--- src/rtl/io_bus_arbiter_if.sv ---
// Signal bundle between the two requesters (CPU = 0, DMA = 1), the arbiter and the IO register file.
// slave: arbiter side; master: requesters plus register-file side.
interface io_bus_arbiter_if;
    logic        req0;
    logic        req1;
    logic        we0;
    logic        we1;
    logic [23:0] addr0;
    logic [23:0] addr1;
    logic [31:0] wdata0;
    logic [31:0] wdata1;
    logic [1:0]  width0;
    logic [1:0]  width1;
    logic        ack0;
    logic        ack1;
    logic [31:0] rdata0;
    logic [31:0] rdata1;
    logic [23:0] io_addr;
    logic [31:0] io_data_in;
    logic [1:0]  io_width;
    logic        io_read;
    logic        io_write;
    logic [31:0] io_data_out;
    logic        busy;
    logic        grant_id;

    modport slave (
        input  req0, req1, we0, we1, addr0, addr1, wdata0, wdata1, width0, width1, io_data_out,
        output ack0, ack1, rdata0, rdata1, io_addr, io_data_in, io_width, io_read, io_write,
               busy, grant_id
    );

    modport master (
        output req0, req1, we0, we1, addr0, addr1, wdata0, wdata1, width0, width1, io_data_out,
        input  ack0, ack1, rdata0, rdata1, io_addr, io_data_in, io_width, io_read, io_write,
               busy, grant_id
    );
endinterface

--- src/rtl/io_bus_arbiter.sv ---
// Two-port arbiter onto the IO register port; fixed priority + starvation guard, round-robin with IO_ARB_RR_EN.
// Latency: request sampled in IDLE at N, strobe at N+1, ack at N+2; one access per 3 cycles.
// Backpressure: requesters hold req until their ack pulse; the losing port simply waits in IDLE.
module io_bus_arbiter #(
    parameter int unsigned STARVE_LIMIT = 4
) (
    input  logic            clk_mem,
    input  logic            rst,
    io_bus_arbiter_if.slave bus
);
    typedef enum logic [1:0] {IDLE, ISSUE, RESP} state_t;

    state_t      state_q, state_d;
    logic        grant_vld;
    logic        win;
    logic        we_q, we_d;
    logic        grant_q, grant_d;
    logic [23:0] io_addr_q, io_addr_d;
    logic [31:0] io_data_in_q, io_data_in_d;
    logic [1:0]  io_width_q, io_width_d;
    logic [31:0] rdata0_q, rdata0_d;
    logic [31:0] rdata1_q, rdata1_d;
    logic        io_read, io_write, ack0, ack1, busy;

    assign grant_vld = (state_q == IDLE) && (bus.req0 || bus.req1);

`ifdef IO_ARB_RR_EN
    logic rr_last_q, rr_last_d;

    always_comb begin
        win = bus.req1;
        if (bus.req0 && bus.req1) win = ~rr_last_q;
    end

    always_comb begin
        rr_last_d = rr_last_q;
        if (grant_vld) rr_last_d = win;
    end

    always_ff @(posedge clk_mem) begin
        if (rst) rr_last_q <= 1'b1;
        else     rr_last_q <= rr_last_d;
    end
`else
    localparam logic [3:0] LIMIT = 4'(STARVE_LIMIT);
    logic [3:0] starve_cnt_q, starve_cnt_d;

    assign win = bus.req1 && (!bus.req0 || (starve_cnt_q == LIMIT));

    // Counts port-0 wins over a waiting port 1; any gap in req1 forgives the streak.
    always_comb begin
        starve_cnt_d = starve_cnt_q;
        if (state_q == IDLE) begin
            if (!bus.req1 || (grant_vld && win))
                starve_cnt_d = '0;
            else if (grant_vld && (starve_cnt_q != LIMIT))
                starve_cnt_d = starve_cnt_q + 4'd1;
        end
    end

    always_ff @(posedge clk_mem) begin
        if (rst) starve_cnt_q <= '0;
        else     starve_cnt_q <= starve_cnt_d;
    end
`endif

    always_ff @(posedge clk_mem) begin
        if (rst) state_q <= IDLE;
        else     state_q <= state_d;
    end

    always_comb begin
        state_d = state_q;
        case (state_q)
            IDLE:    if (grant_vld) state_d = ISSUE;
            ISSUE:   state_d = RESP;
            RESP:    state_d = IDLE;
            default: state_d = IDLE;
        endcase
    end

    // Ack is masked by rst so a reset landing in RESP drops the completion.
    always_comb begin
        io_read  = 1'b0;
        io_write = 1'b0;
        ack0     = 1'b0;
        ack1     = 1'b0;
        busy     = 1'b0;
        case (state_q)
            ISSUE: begin
                busy     = 1'b1;
                io_read  = ~we_q;
                io_write = we_q;
            end
            RESP: begin
                busy = 1'b1;
                ack0 = ~rst & ~grant_q;
                ack1 = ~rst & grant_q;
            end
            default: ;
        endcase
    end

    always_comb begin
        we_d         = we_q;
        grant_d      = grant_q;
        io_addr_d    = io_addr_q;
        io_data_in_d = io_data_in_q;
        io_width_d   = io_width_q;
        rdata0_d     = rdata0_q;
        rdata1_d     = rdata1_q;
        if (grant_vld) begin
            grant_d      = win;
            we_d         = win ? bus.we1    : bus.we0;
            io_addr_d    = win ? bus.addr1  : bus.addr0;
            io_data_in_d = win ? bus.wdata1 : bus.wdata0;
            io_width_d   = win ? bus.width1 : bus.width0;
        end
        if ((state_q == ISSUE) && !we_q) begin
            if (grant_q) rdata1_d = bus.io_data_out;
            else         rdata0_d = bus.io_data_out;
        end
    end

    always_ff @(posedge clk_mem) begin
        if (rst) begin
            we_q         <= 1'b0;
            grant_q      <= 1'b0;
            io_addr_q    <= '0;
            io_data_in_q <= '0;
            io_width_q   <= '0;
            rdata0_q     <= '0;
            rdata1_q     <= '0;
        end else begin
            we_q         <= we_d;
            grant_q      <= grant_d;
            io_addr_q    <= io_addr_d;
            io_data_in_q <= io_data_in_d;
            io_width_q   <= io_width_d;
            rdata0_q     <= rdata0_d;
            rdata1_q     <= rdata1_d;
        end
    end

    assign bus.io_read    = io_read;
    assign bus.io_write   = io_write;
    assign bus.ack0       = ack0;
    assign bus.ack1       = ack1;
    assign bus.busy       = busy;
    assign bus.grant_id   = grant_q;
    assign bus.io_addr    = io_addr_q;
    assign bus.io_data_in = io_data_in_q;
    assign bus.io_width   = io_width_q;
    assign bus.rdata0     = rdata0_q;
    assign bus.rdata1     = rdata1_q;
endmodule

--- src/flat_wrapper.sv ---
// flat-port wrapper written by rule: the top's interface ports become plain ports
module io_bus_arbiter_flat 
#(
    parameter int unsigned STARVE_LIMIT = 4
)
  (clk_mem, rst, bus_req0, bus_req1, bus_we0, bus_we1, bus_addr0, bus_addr1, bus_wdata0, bus_wdata1, bus_width0, bus_width1, bus_io_data_out, bus_ack0, bus_ack1, bus_rdata0, bus_rdata1, bus_io_addr, bus_io_data_in, bus_io_width, bus_io_read, bus_io_write, bus_busy, bus_grant_id);
  io_bus_arbiter_if bus_i ();
  input  logic clk_mem;
  input  logic rst;
  input wire logic [$bits(bus_i.req0)-1:0] bus_req0;
  input wire logic [$bits(bus_i.req1)-1:0] bus_req1;
  input wire logic [$bits(bus_i.we0)-1:0] bus_we0;
  input wire logic [$bits(bus_i.we1)-1:0] bus_we1;
  input wire logic [$bits(bus_i.addr0)-1:0] bus_addr0;
  input wire logic [$bits(bus_i.addr1)-1:0] bus_addr1;
  input wire logic [$bits(bus_i.wdata0)-1:0] bus_wdata0;
  input wire logic [$bits(bus_i.wdata1)-1:0] bus_wdata1;
  input wire logic [$bits(bus_i.width0)-1:0] bus_width0;
  input wire logic [$bits(bus_i.width1)-1:0] bus_width1;
  input wire logic [$bits(bus_i.io_data_out)-1:0] bus_io_data_out;
  output wire logic [$bits(bus_i.ack0)-1:0] bus_ack0;
  output wire logic [$bits(bus_i.ack1)-1:0] bus_ack1;
  output wire logic [$bits(bus_i.rdata0)-1:0] bus_rdata0;
  output wire logic [$bits(bus_i.rdata1)-1:0] bus_rdata1;
  output wire logic [$bits(bus_i.io_addr)-1:0] bus_io_addr;
  output wire logic [$bits(bus_i.io_data_in)-1:0] bus_io_data_in;
  output wire logic [$bits(bus_i.io_width)-1:0] bus_io_width;
  output wire logic [$bits(bus_i.io_read)-1:0] bus_io_read;
  output wire logic [$bits(bus_i.io_write)-1:0] bus_io_write;
  output wire logic [$bits(bus_i.busy)-1:0] bus_busy;
  output wire logic [$bits(bus_i.grant_id)-1:0] bus_grant_id;
  assign bus_i.req0 = bus_req0;
  assign bus_i.req1 = bus_req1;
  assign bus_i.we0 = bus_we0;
  assign bus_i.we1 = bus_we1;
  assign bus_i.addr0 = bus_addr0;
  assign bus_i.addr1 = bus_addr1;
  assign bus_i.wdata0 = bus_wdata0;
  assign bus_i.wdata1 = bus_wdata1;
  assign bus_i.width0 = bus_width0;
  assign bus_i.width1 = bus_width1;
  assign bus_i.io_data_out = bus_io_data_out;
  assign bus_ack0 = bus_i.ack0;
  assign bus_ack1 = bus_i.ack1;
  assign bus_rdata0 = bus_i.rdata0;
  assign bus_rdata1 = bus_i.rdata1;
  assign bus_io_addr = bus_i.io_addr;
  assign bus_io_data_in = bus_i.io_data_in;
  assign bus_io_width = bus_i.io_width;
  assign bus_io_read = bus_i.io_read;
  assign bus_io_write = bus_i.io_write;
  assign bus_busy = bus_i.busy;
  assign bus_grant_id = bus_i.grant_id;
  io_bus_arbiter #(.STARVE_LIMIT(STARVE_LIMIT)) u_core (.clk_mem(clk_mem), .rst(rst), .bus(bus_i));
endmodule
--- config.mk ---
export PLATFORM = sky130hd
export DESIGN_NAME = io_bus_arbiter_flat
export DESIGN_NICKNAME = d
export VERILOG_FILES = /design/src/rtl/io_bus_arbiter_if.sv /design/src/rtl/io_bus_arbiter.sv /design/src/flat_wrapper.sv
export SDC_FILE = /design/constraint.sdc
export NUM_CORES = 1
export LEC_CHECK = 0
export BUFFER_PORTS_ARGS = -buffer_cell sky130_fd_sc_hd__clkbuf_2
export CAP_MARGIN = 20
export CORE_ASPECT_RATIO = 0.75
export CORE_MARGIN = 1
export CORE_UTILIZATION = 35
export CTS_CLUSTER_SIZE = 14
export DETAILED_ROUTE_END_ITERATION = 10
export SYNTH_ARGS = -nofsm -noshare
export SYNTH_HDL_FRONTEND = slang
export SYNTH_SLANG_ARGS = --single-unit
--- constraint.sdc ---
create_clock -name clk_mem -period 1.8 [get_ports clk_mem]
set_input_delay 0.36 -clock clk_mem [delete_from_list [all_inputs] [get_ports clk_mem]]
set_output_delay 0.36 -clock clk_mem [all_outputs]
set_load 0.02 [all_outputs]
==> results.yml <==
logic_synthesis:
  ys_seq_area_share_pct: 49.0
  yosysUniqueCellTypes: 27
  syn_inst: 600
  synth_flop_cell: "dfxtp_1"
  netlist_area_mm2: 0.00531
  ys_warn_count: 0
  syn_nets: 761
  synthArstFlopShare_pct: 0
  ys_ff_latch: 130
  synth_edf_count: 0
  avgSynthCellArea_um2: 8.85
placed_design:
  port_buffers: 281
  gp_congestion: 0.780
  dp_hpwl_mm: 10.3
  post-place-ws_ns: 0.0708
  placed_area_mm2: 0.00689
clocking:
  cts_tree: "yes"
  clockRootBuffer: "clkbuf_16"
  numCtsBuffers: 17
  clockBufferDepth: 2
  htree_levels: 4
  ctsHoldBuffers: 0
  cts.sinks: 130
  path_clk_slew_ns: 0.06
  clk_latency_ns: 0.41
global_route:
  grt_pass1_wl_mm: 22.7
  antenna_found_initial: 0
  grt_usage_pct: 18.9
  grt_pass1_vias: 4441
  grt_max_degree: 131
  grt_overflow: 0
sta:
  finalCriticalPeriod_ns: 1.70
  slew_headroom_pct: 58.7
  fin_tns_setup_ns: 0
  setup_violations: 0
  drv_slew: 0
  finalCritPeriodShare_pct: 94.7
  tightest_slew_ns: 0.619
  hold_viol: 0
  whs_ns: 0.180
  worst_slack_ns: 0.0958
  rsz0062_at_grt: "no"
  finClkSkew_ns: 0.00640
  max_clock_freq_mhz: 587
power:
  pwr-share-comb_pct: 20.4
  pwr-share-clk_pct: 41.5
  p_sw_share_pct: 29.1
  p_int_mw: 6.17
  power.density_mw_per_mm2: 1150
  leakagePower_nw: 3.44
  ir_drop_mv: 0.688
  power.switching_mw: 2.53
  pwr-share-seq_pct: 38.1
critical_path:
  cp_max_fo: 4
  cp-start-kind: "register"
  crit_path_end_kind: "output port"
  cp.arrival_ns: 1.34
  worstPathRequired_ns: 1.44
  path_class: "reg2out"
routing:
  dr.pass1.iters: 4
  first_iter_violations: 209
  drtAntennaViolNets: 0
  drt_wl_total_mm: 14.8
  drcViolationCount: 0
  wl_per_cell_um: 13.7
  via_per_inst: 4.60
  vias: 4962
hold_path:
  hp-class: "in2reg"
floorplanning:
  die_area_mm2: 0.0157
  die_w_um: 144
  ios: 282
  core_mm2: 0.0146
  die_height_um: 109
  rows: 38
  start_util_pct: 36.2
finish:
  diodes: 0
  design_area_mm2: 0.00758
  nNetsFinal: 1027
  drive_gt1_share_pct: 38.2
  area.growth.synth_to_final_pct: 42.8
job:
  maxCapViolations: 0
outcome:
  status: "finished, final reports clean"
flip-flops by register name, summed over array words and instances, names as in the netlist:
name	cells
u_core.starve_cnt_q	4
u_core.bus.grant_id	1
u_core.bus.rdata0	32
u_core.bus.io_data_in	32
u_core.we_q	1
u_core.bus.rdata1	32
u_core.bus.io_width	2
u_core.bus.io_addr	24
u_core.state_q	2
Yosys cell counts, drive strengths merged (2+ instances only):
library cell | n | area, um2
dfxtp | 130 | 2600
nand2 | 130 | 488
a21oi | 68 | 340
nor2 | 64 | 240
mux2i | 61 | 611
a211oi | 59 | 443
clkbuf | 35 | 131
buf | 15 | 170
ha | 7 | 87.6
nand3 | 5 | 25.0
inv | 4 | 15.0
nand2b | 4 | 25.0
nor2b | 4 | 25.0
and2 | 2 | 12.5
nor3b | 2 | 15.0
or2b | 2 | 15.0
metrics by stage:
stage          util [%]  cells  power (mW)
3_5_place_dp       47.1   1044        5.14
3_3_place_gp       47.1   1044        5.13
6_report           51.8   1079        8.70
2_1_floorplan         -    600        4.46
4_1_cts            51.3   1076        8.79
5_1_grt            51.8   1079        9.16
metal layers:
metal	global-route usage, %	wire (um)	vias to the layer above	share of wire (%)
li1	-	-	2585	-
met1	24.0	6810	2209	46
met2	29.3	6640	157	45
met3	7.20	1160	11	7.8
met4	6.32	163	0	1.1
met5	0	0	-	0
worst max-delay path: stages, from the launching register on:
cell and delay (ns):
dfxtp_1 0.37, inv_2 0.07, ha_1 0.19, and2_1 0.15, clkbuf_2 0.16
power by group through the flow:
stage / Sequential [mW] / Clock (mW) / Combinational (mW)
after floorplan: 3.70 / 0 / 0.768
after CTS: 3.32 / 3.70 / 1.77
final: 3.32 / 3.61 / 1.77
after global placement: 3.37 / 0 / 1.77
after global routing: 3.35 / 3.86 / 1.95
after detailed placement: 3.37 / 0 / 1.76
what timing repair did:
item	in CTS	in global routing
gates resized for setup	3	7
buffers inserted	0	2
cloned	0	1
setup endpoints to repair	1	33
endpoints found under the hold margin	0	0
pin swaps	0	1
layout by cell type (no fill, tap or decap), types with 2 or more instances in the layout:
cell type / netlist / final
clkinv_2: 0 / 5
a21oi_1: 68 / 68
or2b_1: 2 / 2
buf_12: 6 / 10
a211oi_1: 59 / 59
nand2_1: 130 / 130
dfxtp_1: 130 / 129
and2_1: 2 / 2
nand2b_1: 4 / 4
inv_1: 4 / 2
clkbuf_16: 0 / 18
nand3_1: 5 / 5
bufinv_16: 0 / 4
ha_1: 7 / 7
clkbuf_2: 0 / 278
nor2b_1: 4 / 2
clkinv_4: 0 / 3
nor2_1: 64 / 64
mux2i_1: 61 / 61
inv_2: 0 / 2
buf_4: 0 / 8
final timing paths:
check / start / endpoint / slack, ns / depth (start not counted)
max: u_core.state_q[1]$_SDFFE_PP0P_ / bus_io_write / 0.1 / 4
min: bus_io_data_out[16] / u_core.bus.rdata1[16]$_SDFFE_PP0P_ / 0.18 / 3
max reg2reg: u_core.starve_cnt_q[0]$_SDFFE_PP0P_ / u_core.bus.io_data_in[18]$_SDFFE_PP0N_ / 0.16 / 8
min reg2reg: u_core.bus.rdata1[29]$_SDFFE_PP0P_ / u_core.bus.rdata1[29]$_SDFFE_PP0P_ / 0.45 / 2
cell families after synthesis:
kind of cell | synth area share, %
AO/OA/AOI/OAI | 15.3
adder cells (fa/ha/maj) | 1.65
buffers and inverters | 5.96
flip-flops | 49.0
multiplexers | 11.5
AND/OR/NAND/NOR | 16.5
cell type report:
| type | count | area (um2) |
|---|---|---|
| Clock buffer | 18 | 429 |
| Clock inverter | 14 | 188 |
| Fill cell | 1418 | 7060 |
| Inverter | 4 | 15.0 |
| Multi-Input combinational cell | 416 | 2420 |
| Sequential cell | 130 | 2600 |
| Tap cell | 200 | 250 |
| Timing Repair Buffer | 297 | 1680 |
Note: power is estimated with default switching activity, not from simulation.
